===== config.mk =====
export PLATFORM = sky130hd
export DESIGN_NAME = mult_by_2_arbiter
export DESIGN_NICKNAME = d
export VERILOG_FILES = /design/src/rtl/mult_by_2_arbiter.sv
export SDC_FILE = /design/constraint.sdc
export NUM_CORES = 1
export LEC_CHECK = 0
export ABC_AREA = 1
export CORE_MARGIN = 4
export CORE_UTILIZATION = 35
export CTS_BUF_LIST = sky130_fd_sc_hd__clkbuf_4 sky130_fd_sc_hd__clkbuf_8 sky130_fd_sc_hd__clkbuf_16
export CTS_CLUSTER_SIZE = 10
export DETAILED_ROUTE_END_ITERATION = 8
export PLACE_DENSITY = 0.76
export SLEW_MARGIN = 10
export SYNTH_ARGS = -nofsm -noshare
export SYNTH_HDL_FRONTEND = slang
export SYNTH_SLANG_ARGS = --single-unit

===== constraint.sdc =====
create_clock -name clk -period 2.4 [get_ports clk]
set_input_delay 0.48 -clock clk [delete_from_list [all_inputs] [get_ports clk]]
set_output_delay 0.48 -clock clk [all_outputs]
set_load 0.02 [all_outputs]

===== src/rtl/mult_by_2_arbiter.sv =====
// Round-robin arbiter in front of a single registered doubling stage.
// One operation is in flight at a time; each result is held until the consumer takes it.
module mult_by_2_arbiter #(
  parameter int WIDTH = 10,
  parameter int N_REQ = 4,
  parameter int ID_W  = 2
) (
  input  logic                   clk,
  input  logic                   rst,
  input  logic [N_REQ-1:0]       req,
  input  logic [N_REQ*WIDTH-1:0] operand,
  output logic [N_REQ-1:0]       gnt,
  output logic                   busy,
  output logic                   res_valid,
  output logic [WIDTH-1:0]       res_data,
  output logic [ID_W-1:0]        res_id,
  output logic                   res_ovf,
  input  logic                   res_ready
);

  typedef enum logic [1:0] {IDLE, EXEC, RESULT} state_t;

  state_t            state_reg, state_next;
  logic [ID_W-1:0]   ptr_reg;
  logic [WIDTH-1:0]  cap_reg;
  logic [ID_W-1:0]   cap_id_reg;
  logic [ID_W-1:0]   winner;
  logic              found;
  logic [WIDTH-1:0]  op_arr [N_REQ];

  genvar gi;
  generate
    for (gi = 0; gi < N_REQ; gi++) begin : g_unpack
      assign op_arr[gi] = operand[gi*WIDTH +: WIDTH];
    end
  endgenerate

  // Scan from the highest offset down so the requester closest to ptr wins.
  always_comb begin
    int idx;
    found  = 1'b0;
    winner = '0;
    idx    = 0;
    for (int k = N_REQ - 1; k >= 0; k--) begin
      idx = int'(ptr_reg) + k;
      if (idx >= N_REQ) idx = idx - N_REQ;
      if (req[idx]) begin
        found  = 1'b1;
        winner = ID_W'(idx);
      end
    end
  end

  always_comb begin
    state_next = state_reg;
    gnt        = '0;
    case (state_reg)
      IDLE: begin
        if (found) begin
          gnt        = {{(N_REQ-1){1'b0}}, 1'b1} << winner;
          state_next = EXEC;
        end
      end
      EXEC:    state_next = RESULT;
      RESULT:  if (res_ready) state_next = IDLE;
      default: state_next = IDLE;
    endcase
    if (rst) gnt = '0;
  end

  assign busy = (state_reg != IDLE) && !rst;

  always_ff @(posedge clk) begin
    if (rst) begin
      state_reg  <= IDLE;
      ptr_reg    <= '0;
      cap_reg    <= '0;
      cap_id_reg <= '0;
      res_valid  <= 1'b0;
      res_data   <= '0;
      res_id     <= '0;
      res_ovf    <= 1'b0;
    end else begin
      state_reg <= state_next;
      case (state_reg)
        IDLE: begin
          if (found) begin
            cap_reg    <= op_arr[winner];
            cap_id_reg <= winner;
            ptr_reg    <= (winner == ID_W'(N_REQ - 1)) ? '0 : winner + 1'b1;
          end
        end
        EXEC: begin
          res_data  <= {cap_reg[WIDTH-2:0], 1'b0};
          res_ovf   <= cap_reg[WIDTH-1];
          res_id    <= cap_id_reg;
          res_valid <= 1'b1;
        end
        RESULT: begin
          // Data/id/ovf keep their last value after the handshake.
          if (res_ready) res_valid <= 1'b0;
        end
        default: ;
      endcase
    end
  end

endmodule


==> results of run 1 <==
-- worst min-delay path: cells and delay by family (launching register included) --
| kind | cells | cell delay [ns] |
|---|---|---|
| flops | 1 | 0.31 |
| simple gates | 2 | 0.10 |
-- worst max path at each step --
stage / start / endpoint / slack [ns] / depth (start not counted)
finish: req[3] / gnt[0] / 0.004 / 11
global route: req[3] / gnt[2] / -0.07 / 11
detailed placement: req[1] / gnt[0] / -0.73 / 11
global placement: req[0] / gnt[3] / -0.66 / 12
CTS: ptr_reg[0] / gnt[3] / 0.04 / 11
floorplan: ptr_reg[0] / gnt[3] / 0.006 / 9
-- cells by family after synthesis --
kind of cell | share of synthesized area (%)
AND/OR/NAND/NOR | 44.9
flip-flops | 36.7
buffers and inverters | 9.58
XOR/XNOR | 0.554
other | 0.237
AO/OA/AOI/OAI | 7.21
adder cells (fa/ha/maj) | 0.792
-- final cells by class --
type	count	area share, %
clock inverters	3	0.694
inverters	15	2.23
multi-input cells	189	37.3
flip-flops and latches	29	23.2
repair buffers	84	31.3
clock buffers	5	2.73
well taps	52	2.58
-- power by group --
group,switching [W],internal [W],total [W]
Clock,0.000187,0.000199,0.000386
Combinational,0.000976,0.000721,0.00170
Sequential,0.0000812,0.000614,0.000695
Total,0.00124,0.00153,0.00278
-- cell usage in the layout (no fill, tap or decap), drive strengths merged --
master and count:
o21ai 7, nor3b 1, clkdlybuf4s50 56, inv 15, ha 1, nand3 57
buf 24, clkinvlp 1, conb 1, clkbuf 5, dlygate4sd2 3, nand2 94
a211oi 2, clkinv 2, xnor2 1, nor2 13, dfxtp 29, a21oi 12
clkdlybuf4s15 1
-- through the flow --
stage | utilization (%) | TNS (ns)
6_report | 58.0 | 0
2_1_floorplan | - | 0
4_1_cts | 55.9 | 0
3_3_place_gp | 53.2 | -2.42
5_1_grt | 58.0 | -0.256
3_5_place_dp | 53.2 | -2.53
-- metal layers --
metal	up-vias	part of all wire [%]	global-route usage, %	wire, um
li1	952	-	-	-
met5	-	0	0	0
met2	55	48	26.0	2280
met4	0	2.4	6.99	114
met3	10	5.6	3.34	264
met1	834	44	21.7	2060
-- timing repair --
action / in CTS / in global routing
endpoints found under the setup margin: 4 / 4
pin swaps: 11 / 10
setup buffers: 1 / 2
resized for setup: 38 / 22
hold buffers: 0 / 0
==> flow_summary.toml, run 1 <==
[grt]
grt_max_degree = 22
antenna_found_initial = 0
grt_use_total_pct = 16.4
grt_pass1_wl_um = 7180
first_global_vias = 1651
overflow = 0

[hold_path]
min_from = "cap_id_reg[0]"
hold_path_depth = 2
hold_path.class = "register to register"
whs_endpoint = "cap_id_reg[0]"

[worst_setup_path]
cpPeakStageDelay_ns = 0.26
slowest_stage = "dlygate4sd2_1"
cp_cell_sequence = "dlygate4sd2_1 > inv_2 > o21ai_4 > nand2_2 > nand3_2 > nand2_2 > nand2_4 > buf_12 > nand3_1 > nor2_1 > buf_2"
cp-end-kind = "primary output"
r2r_setup_slack_ns = 0.51
crit_path_frequent_cell = "nand2_2"
worst_path_dominant_cell_family = "buffers and inverters"
r2r-end = "cap_reg[4]"
crit_required_ns = 1.92
cp.arrival_ns = 1.92
rr_worst_depth = 13
reg2reg_from = "ptr_reg[0]"
critPathKind = "input pin to primary output"
worstSetupStartpointType = "input pin"
path_buf_inv = 4
cp_max_fo = 21

[placement]
post-place-cells = 366
io_buffers = 64
dpl_worst_slack_ns = -0.730
placed_cell_area_um2 = 2320
dpl.hpwl_um = 3400
place_congestion = 0.822

[logic_synthesis]
synth_area_per_cell_um2 = 6.37
yosysTopAreaCell = "dfxtp_1"
synth_edf_count = 0
ys_ff_latch = 29
netlist_top_cells_area = "dfxtp_1 37%, nand2_1 22%, nand3_1 18%"
synthArstFlopShare_pct = 0
yosys.area.top_type_share_pct = 36.7
synth_flop_cell = "dfxtp_1"
yosys.cell_types.count = 22
netlist_instances = 248
synth_area_um2 = 1580
synth_most_common_cell = "nand2_1"
synth-seq-area-share_pct = 36.7
netlist_top_cells_count = "92 x nand2_1, 56 x nand3_1, 29 x dfxtp_1"
yosysWarnings = 0
synth_nets = 296

[cells_and_area]
fin_cells = 377
fill_cells = 418
largest_register_ffs = 10
design_area_um2 = 2520
fin_nets = 372
syn_to_final_growth_pct = 59.8
drive_gt1_share_pct = 19.1
seqCellArea_um2 = 586
multi_input_comb_area_um2 = 942
diodes = 0

[floorplan]
rows = 24
start_util_pct = 36.3
die-area_um2 = 5650
core_region_area_um2 = 4350
io_pins = 66
fp.dieH_um = 75.2
die_w_um = 75.2

[power]
power_w = 0.00278
vdd_drop_max_mv = 0.465
power_leakage_nw = 1.11
power_density_nw_per_um2 = 1100

[route]
vias = 1851
detail-route-antenna-nets = 0
wl_per_cell_um = 12.5
viasPerCell = 4.91
finalWirelength_um = 4720
drt_pass1_iterations = 4
drc = 0
dr.first_iter.drc_count = 60

[sta]
setup_viol = 0
fin_crit_sh_pct = 99.8
period_needed_ns = 2.40
drv_slew = 0
timing.hold.ws_ns = 0.451
max_freq_mhz = 417
hold_viol = 0
fin_ws_ns = 0.00394
skew_ns = 0.00293
rsz0062_at_grt = "yes"

[cts]
cts_buffers = 5
clk_path_buf_depth = 2
cts_sinks = 29
clk_latency_ns = 0.28
htree_levels = 2
cts_tree = "done"
root_buffer = "clkbuf_8"
cts.clk_slew.worst_paths_ns = 0.06

[status]
outcome = "complete, no violations"

[run]
cap_violations = 0
(Power assumes the default switching activity.)
==> run 2: changes to the inputs <==
--- a/config.mk
+++ b/config.mk
@@ -11,6 +11,7 @@
 export CTS_BUF_LIST = sky130_fd_sc_hd__clkbuf_4 sky130_fd_sc_hd__clkbuf_8 sky130_fd_sc_hd__clkbuf_16
 export CTS_CLUSTER_SIZE = 10
 export DETAILED_ROUTE_END_ITERATION = 8
+export HOLD_SLACK_MARGIN = 0.06
 export PLACE_DENSITY = 0.76
 export SLEW_MARGIN = 10
 export SYNTH_ARGS = -nofsm -noshare
==> results of run 2 <==
No change in the layout: final DEF, timing and power equal those of run 1.
